<file path="config.mk">
export PLATFORM = sky130hd
export DESIGN_NAME = fifo_wr_arbiter_flat
export DESIGN_NICKNAME = d
export VERILOG_FILES = /design/src/rtl/fifo_arb_pkg.sv /design/src/rtl/fifo_wr_arbiter_if.sv /design/src/rtl/fifo_wr_arbiter_rr_pick.sv /design/src/rtl/fifo_wr_arbiter.sv /design/src/flat_wrapper.sv
export SDC_FILE = /design/constraint.sdc
export NUM_CORES = 1
export LEC_CHECK = 0
export ABC_CLOCK_PERIOD_IN_PS = 1700
export BUFFER_PORTS_ARGS = -buffer_cell sky130_fd_sc_hd__buf_2
export CAP_MARGIN = 30
export CORE_UTILIZATION = 37
export CTS_BUF_LIST = sky130_fd_sc_hd__clkbuf_8
export DETAILED_ROUTE_END_ITERATION = 10
export PLACE_DENSITY = 0.87
export REMOVE_ABC_BUFFERS = 1
export SKIP_CTS_REPAIR_TIMING = 1
export SYNTH_ARGS = -nofsm -noshare
export SYNTH_HDL_FRONTEND = slang
export SYNTH_SLANG_ARGS = --single-unit
export TNS_END_PERCENT = 100
</file>
<file path="constraint.sdc">
create_clock -name clk -period 1.7 [get_ports clk]
set_clock_uncertainty 0.1 [all_clocks]
set_input_delay 0.425 -clock clk [delete_from_list [all_inputs] [get_ports clk]]
set_output_delay 0.425 -clock clk [all_outputs]
set_load 0.005 [all_outputs]
</file>
<file path="src/rtl/fifo_arb_pkg.sv">
// Shared types and helpers for the FIFO write-port arbiter.
package fifo_arb_pkg;

  typedef enum logic {
    ARB_IDLE  = 1'b0,
    ARB_GRANT = 1'b1
  } arb_state_t;

  // Index width that stays legal (>=1 bit) even for a single requester.
  function automatic int id_w(input int n);
    return (n > 1) ? $clog2(n) : 1;
  endfunction

endpackage

</file>
<file path="src/rtl/fifo_wr_arbiter_if.sv">
// Requester handshake plus FIFO write-port bundle for fifo_wr_arbiter.
interface fifo_wr_arbiter_if #(
  parameter int NUM_REQ    = 4,
  parameter int DATA_WIDTH = 8
);
  import fifo_arb_pkg::*;

  localparam int ID_W = id_w(NUM_REQ);

  logic [NUM_REQ-1:0]            req_valid;
  logic [NUM_REQ*DATA_WIDTH-1:0] req_data;
  logic [NUM_REQ-1:0]            req_ready;
  logic                          fifo_wr_en;
  logic [DATA_WIDTH-1:0]         fifo_wr_data;
  logic                          fifo_full;
  logic                          grant_valid;
  logic [ID_W-1:0]               grant_id;

  // Arbiter side.
  modport master (
    input  req_valid, req_data, fifo_full,
    output req_ready, fifo_wr_en, fifo_wr_data, grant_valid, grant_id
  );

  // Requesters / FIFO side.
  modport slave (
    output req_valid, req_data, fifo_full,
    input  req_ready, fifo_wr_en, fifo_wr_data, grant_valid, grant_id
  );

endinterface

</file>
<file path="src/rtl/fifo_wr_arbiter_rr_pick.sv">
// Round-robin picker: first requester with valid set, scanning upward from
// the one after i_last_id and wrapping, so the last owner is checked last.
module rr_pick #(
  parameter int NUM_REQ = 4,
  parameter int ID_W    = 2
) (
  input  logic [NUM_REQ-1:0] i_req,
  input  logic [ID_W-1:0]    i_last_id,
  output logic [ID_W-1:0]    o_pick,
  output logic               o_any
);

  function automatic logic [ID_W-1:0] wrap_id(input int v);
    return ID_W'(v % NUM_REQ);
  endfunction

  // Scan farthest-first so the nearest valid index after i_last_id wins.
  always_comb begin
    o_pick = i_last_id;
    o_any  = |i_req;
    for (int k = NUM_REQ; k >= 1; k--) begin
      if (i_req[wrap_id(int'(i_last_id) + k)]) begin
        o_pick = wrap_id(int'(i_last_id) + k);
      end else begin
        o_pick = o_pick;
      end
    end
  end

endmodule

</file>
<file path="src/rtl/fifo_wr_arbiter.sv">
// Shares one FIFO write port between NUM_REQ valid/ready requesters.
// Round-robin grant, at most BURST_MAX beats per grant, one idle bubble
// between grants. A full FIFO freezes the current grant until space frees.
module fifo_wr_arbiter
  import fifo_arb_pkg::*;
#(
  parameter int NUM_REQ    = 4,
  parameter int DATA_WIDTH = 8,
  parameter int BURST_MAX  = 2
) (
  input  logic               clk,
  input  logic               rst_n,
  fifo_wr_arbiter_if.master  arb_if
);

  localparam int ID_W = id_w(NUM_REQ);
  localparam int BC_W = $clog2(BURST_MAX + 1);

  arb_state_t            r_state;
  arb_state_t            w_state_nxt;
  logic [ID_W-1:0]       r_grant_id;
  logic [ID_W-1:0]       r_last_id;
  logic [BC_W-1:0]       r_beat_cnt;
  logic [BC_W-1:0]       w_beat_nxt;
  logic [ID_W-1:0]       w_pick;
  logic                  w_any;
  logic                  w_sel_valid;
  logic [DATA_WIDTH-1:0] w_sel_data;
  logic                  w_wr_en;
  logic                  w_last_beat;
  logic                  w_release;

  rr_pick #(
    .NUM_REQ (NUM_REQ),
    .ID_W    (ID_W)
  ) u_rr_pick (
    .i_req     (arb_if.req_valid),
    .i_last_id (r_last_id),
    .o_pick    (w_pick),
    .o_any     (w_any)
  );

  assign w_sel_valid = arb_if.req_valid[r_grant_id];
  assign w_sel_data  = arb_if.req_data[r_grant_id*DATA_WIDTH +: DATA_WIDTH];
  assign w_wr_en     = (r_state == ARB_GRANT) && w_sel_valid && !arb_if.fifo_full;
  assign w_beat_nxt  = r_beat_cnt + BC_W'(1);
  assign w_last_beat = (w_beat_nxt == BC_W'(BURST_MAX));
  // Burst exhausted, or the owner withdrew; a full stall with valid held is neither.
  assign w_release   = (w_wr_en && w_last_beat) || !w_sel_valid;

  // State register.
  always_ff @(posedge clk or negedge rst_n) begin
    if (!rst_n) begin
      r_state <= ARB_IDLE;
    end else begin
      r_state <= w_state_nxt;
    end
  end

  // Next state: grant whenever anyone asks, drop back to IDLE on release.
  always_comb begin
    w_state_nxt = r_state;
    case (r_state)
      ARB_IDLE:  w_state_nxt = w_any ? ARB_GRANT : ARB_IDLE;
      ARB_GRANT: w_state_nxt = w_release ? ARB_IDLE : ARB_GRANT;
      default:   w_state_nxt = ARB_IDLE;
    endcase
  end

  // Grant owner, round-robin pointer and burst counter.
  always_ff @(posedge clk or negedge rst_n) begin
    if (!rst_n) begin
      r_grant_id <= {ID_W{1'b0}};
      r_last_id  <= ID_W'(NUM_REQ - 1);
      r_beat_cnt <= {BC_W{1'b0}};
    end else begin
      case (r_state)
        ARB_IDLE: begin
          if (w_any) begin
            r_grant_id <= w_pick;
            r_beat_cnt <= {BC_W{1'b0}};
          end
        end
        ARB_GRANT: begin
          if (w_release) begin
            r_last_id  <= r_grant_id;
            r_beat_cnt <= {BC_W{1'b0}};
          end else if (w_wr_en) begin
            r_beat_cnt <= w_beat_nxt;
          end
        end
        default: begin
          r_beat_cnt <= {BC_W{1'b0}};
        end
      endcase
    end
  end

  // Outputs: only the owner sees ready, and only while the FIFO has room.
  always_comb begin
    arb_if.req_ready    = {NUM_REQ{1'b0}};
    arb_if.fifo_wr_en   = 1'b0;
    arb_if.fifo_wr_data = {DATA_WIDTH{1'b0}};
    arb_if.grant_valid  = 1'b0;
    case (r_state)
      ARB_GRANT: begin
        if (arb_if.fifo_full) begin
          arb_if.req_ready = {NUM_REQ{1'b0}};
        end else begin
          arb_if.req_ready = NUM_REQ'(1) << r_grant_id;
        end
        arb_if.fifo_wr_en   = w_wr_en;
        arb_if.fifo_wr_data = w_sel_data;
        arb_if.grant_valid  = 1'b1;
      end
      default: begin
        arb_if.grant_valid = 1'b0;
      end
    endcase
  end

  assign arb_if.grant_id = r_grant_id;

endmodule
</file>
<file path="src/flat_wrapper.sv">
// flat-port wrapper written by rule: the top's interface ports become plain ports
module fifo_wr_arbiter_flat import fifo_arb_pkg::*;
#(
  parameter int NUM_REQ    = 4,
  parameter int DATA_WIDTH = 8,
  parameter int BURST_MAX  = 2
)
  (clk, rst_n, arb_if_req_valid, arb_if_req_data, arb_if_fifo_full, arb_if_req_ready, arb_if_fifo_wr_en, arb_if_fifo_wr_data, arb_if_grant_valid, arb_if_grant_id);
  fifo_wr_arbiter_if #(.NUM_REQ(NUM_REQ), .DATA_WIDTH(DATA_WIDTH)) arb_if_i ();
  input  logic clk;
  input  logic rst_n;
  input wire logic [$bits(arb_if_i.req_valid)-1:0] arb_if_req_valid;
  input wire logic [$bits(arb_if_i.req_data)-1:0] arb_if_req_data;
  input wire logic [$bits(arb_if_i.fifo_full)-1:0] arb_if_fifo_full;
  output wire logic [$bits(arb_if_i.req_ready)-1:0] arb_if_req_ready;
  output wire logic [$bits(arb_if_i.fifo_wr_en)-1:0] arb_if_fifo_wr_en;
  output wire logic [$bits(arb_if_i.fifo_wr_data)-1:0] arb_if_fifo_wr_data;
  output wire logic [$bits(arb_if_i.grant_valid)-1:0] arb_if_grant_valid;
  output wire logic [$bits(arb_if_i.grant_id)-1:0] arb_if_grant_id;
  assign arb_if_i.req_valid = arb_if_req_valid;
  assign arb_if_i.req_data = arb_if_req_data;
  assign arb_if_i.fifo_full = arb_if_fifo_full;
  assign arb_if_req_ready = arb_if_i.req_ready;
  assign arb_if_fifo_wr_en = arb_if_i.fifo_wr_en;
  assign arb_if_fifo_wr_data = arb_if_i.fifo_wr_data;
  assign arb_if_grant_valid = arb_if_i.grant_valid;
  assign arb_if_grant_id = arb_if_i.grant_id;
  fifo_wr_arbiter #(.NUM_REQ(NUM_REQ), .DATA_WIDTH(DATA_WIDTH), .BURST_MAX(BURST_MAX)) u_core (.clk(clk), .rst_n(rst_n), .arb_if(arb_if_i));
endmodule
</file>
==> results.txt <==
- Worst IR drop on VDD: 902.6 uV
- Mux contribution to synthesized area: 32.87%
* Proportion of layout cells with a drive suffix above 1: 72.39%
* Number of library cell types mapped by synthesis: 29
* CP Capture Point: arb_if_fifo_wr_data[6]
* Global-route wire length before repair: 3.229 mm
* Flop and latch count out of synthesis: 7
- Total number of placement rows: 15
- In this run the critical register-to-register path is launched from u_core.arb_if.grant_id[0]$_DFFE_PN0P_.
- Pin placement for this block handled 55 I/O pins.
- Core Area: 1764 um2
- Ranking of synthesized cells by area: mux4_2 (28%), dfrtp_1 (17%), and2_1 (7.9%)
- The completed layout was analyzed and its total power is 0.002078 W.
* Syn Std Cell Area: 715.7 um2
- Of the total synthesized cell area, the portion taken by full adders, half adders and majority gates is 1.748%.
* Count of inserted antenna diode cells: 0
- Storage cell area: 178.9 um2
- The share of synthesized area in the top cell type comes to 28.32%.
- Summing the sequential cell areas from Yosys gives 24.83% of the chip area.
- Detailed Route Iter0 Violations: 32
* Via count of the first global-routing pass: 756
- Capturing element type of the critical path: primary output
- After detailed routing, the average wire length per cell comes to 16.53 um.
- Synthesis produced a netlist whose cell count is 67.
- Tracing the worst setup path back leads to its startpoint at u_core.arb_if.grant_id[0]$_DFFE_PN0P_.
- Post-layout utilization of the core: 71.06%
* Hold Crit Class: register to register
* Post-synthesis share of cell area spent on xor and xnor gates: 0%
- Min Tclk post-route: 2.098 ns
- The setup check on the worst reg-to-reg path leaves a slack of -0.18 ns.
- After detailed routing, the total wire length is 2.628 mm.
* Filler cells: 119
- The first detailed-routing pass ran for 4 iterations.
- The critical path is of the register to primary output type.
- Required time of the critical path: 1.17 ns
- Entering global routing, the biggest net connects 16 pins.
- Avg Vias per Cell: 5.440
* Slew Limit Fails: 0
- For this block, the via count after detailed routing is 865.
- Dominant combinational cell family by area after synthesis: multiplexers
* Startpoint types: register
- Final number of setup-violating endpoints: 13
- The worst register-to-register path has a depth of 5.
- STA puts the critical path data arrival time at 1.57 ns.
- CTS tree: done
- After clock tree synthesis, the clock-pin slew on the worst setup and hold paths is 0.05 ns.
* Residual overflow from global routing: 0
* Rel. slew slack: 82.69%
- The die covers 2114 um2.
- For this design, the sink count on the clock tree is 7.
* Most used standard cells in the synthesized netlist: and2_1 (9), mux4_2 (9), dfrtp_1 (5)
- Final critical-path setup slack: -0.3982 ns
* Number of nets with antenna violations after routing: 0
- Simple-gate area share of the yosys netlist: 20.98%
- In the synthesized netlist the dominant register cell turns out to be dfrtp_1.
- Hold timing on the final database bottoms out at a slack of 0.3752 ns.
* Number of antenna violations at the first check in global routing: 0
- Summed over all cells, the static leakage comes to 0.6270 nW.
- Start point of the worst min-delay path: u_core.r_beat_cnt[0]$_DFFE_PN0P_
* Final nets: 175
- Number of CTS-inserted buffers: 3
- Synth Area in Compound Gates: 14.16%
* Final critical-path share of the clock period: 123.4%
- Violations in the final reports: negative setup slack
- Area delta synth->final: 75.17%
- Warning count from the yosys run: 0
* Overall global routing resource usage: 21.81%
- Clock tree root driver cell: clkbuf_8
- Transition at the pin with the smallest max-transition slack: 0.2562 ns
- The longest clock path from root to sink contains 2 buffers.
- Result of the run: finished with violations
- Level count of the clock H-tree: 1
- In this run the horizontal extent of the chip is 45.98 um.
- The average instance in the mapped netlist occupies 10.68 um2.
- After routing the design area is 1254 um2.
- Fmax: 0.4766 GHz
- The clock reaches the later pin of the worst-skew pair after 0.23 ns.
* Buffers added on ports: 54
* HPWL reported at the end of detailed placement: 1.804 mm
- Setup repair after global routing could not meet its margin everywhere.
* Area of the multi-input gates: 545.5 um2
- Once the floorplan was initialized, standard cells occupied 40.57% of the core.
* Areal power density over the cells: 1657 nW/um2
- Async SR Flop Fraction: 100.0%
- The synthesized design contains 0 enable-type register cells.
- Cell type with the highest aggregate area in the netlist: mux4_2
- Final Hold Violating Endpoints: 0
* Max-cap violation count: 0
- At the end of routability-driven placement, the weighted congestion stood at 0.7382.
* Die boundary height: 45.98 um
- In this run the worst path has a maximum fanout of 9.
* Non-filler cells, final: 159
- After detailed routing, the number of remaining DRC violations is 0.
- After detailed placement, the total cell area comes to 1105 um2.
- Destination of the worst register-to-register timing path: u_core.r_last_id[0]$_DFFE_PN1P_
* Placed cells: 153
## flip-flops by register name, summed over array words and instances, names as in the netlist
| register | flops |
|---|---|
| u_core.arb_if.grant_id | 2 |
| u_core.r_beat_cnt | 2 |
| u_core.r_last_id | 2 |
| u_core.r_state | 1 |
## worst min-delay path by stage
| stage | end | slack (ns) | cells after the start |
|---|---|---|---|
| CTS | u_core.r_state$_DFF_PN0_ | -0.08 | 1 |
| global placement | u_core.r_beat_cnt[1]$_DFFE_PN0P_ | 0.16 | 1 |
| global route | u_core.r_beat_cnt[0]$_DFFE_PN0P_ | 0.41 | 1 |
| detailed placement | u_core.r_beat_cnt[1]$_DFFE_PN0P_ | 0.16 | 1 |
| floorplan | u_core.arb_if.grant_id[0]$_DFFE_PN0P_ | 0.03 | 0 |
| finish | u_core.r_beat_cnt[0]$_DFFE_PN0P_ | 0.38 | 1 |
## cells in the final DEF, fill, tap and decap left out, types with 3 or more instances in the layout
cell       n
buf_2     49
mux4_2     9
buf_4      9
buf_6      7
and2_4     5
and2_1     4
inv_1      4
dfrtp_1    4
nor2_1     3
a21oi_1    3
clkbuf_8   3
## cell type report
| cell class | count | area share, % |
|---|---|---|
| Clock buffer | 3 | 3.293 |
| Clock inverter | 1 | 0.2994 |
| Inverter | 3 | 0.8982 |
| Multi-Input combinational cell | 52 | 43.51 |
| Sequential cell | 7 | 14.27 |
| Tap cell | 25 | 2.495 |
| Timing Repair Buffer | 68 | 35.23 |
## logic make-up (layout without fill, tap and decap cells)
kind of cell,after synthesis,in the layout
AO/OA/AOI/OAI,13,13
adder cells (fa/ha/maj),1,1
buffers and inverters,8,75
flip-flops,7,7
multiplexers,12,12
AND/OR/NAND/NOR,26,26
## stage by stage
stage          setup slack (ns)  setup TNS [ns]
6_report                -0.3982          -3.901
5_1_grt                 -0.4405          -4.577
4_1_cts                 -0.4332          -4.133
3_5_place_dp            -0.1847          -1.914
3_3_place_gp            -0.1446          -1.593
2_1_floorplan           -0.3249          -3.369
## worst max-delay path: stages, from the launching register on
cell	delay [ns]
dfrtp_2	0.40
buf_12	0.15
mux4_2	0.51
and2_4	0.18
buf_6	0.10
## report_power, final
group          total, W  switching (W)  internal (W)
Clock          0.000233      0.0000769      0.000157
Sequential     0.000365      0.0000989      0.000267
Combinational   0.00148       0.000567      0.000912
Total           0.00208       0.000742       0.00134
## routing by layer
layer	up-vias	global-route usage [%]	routed length, um	share of wire (%)
met1	404	18.86	854	32
li1	390	-	-	-
met5	-	0	0	0
met3	12	7.937	319	12
met2	59	42.54	1365	52
met4	0	10.59	89	3.4
Power figures use the tool's default switching activity.
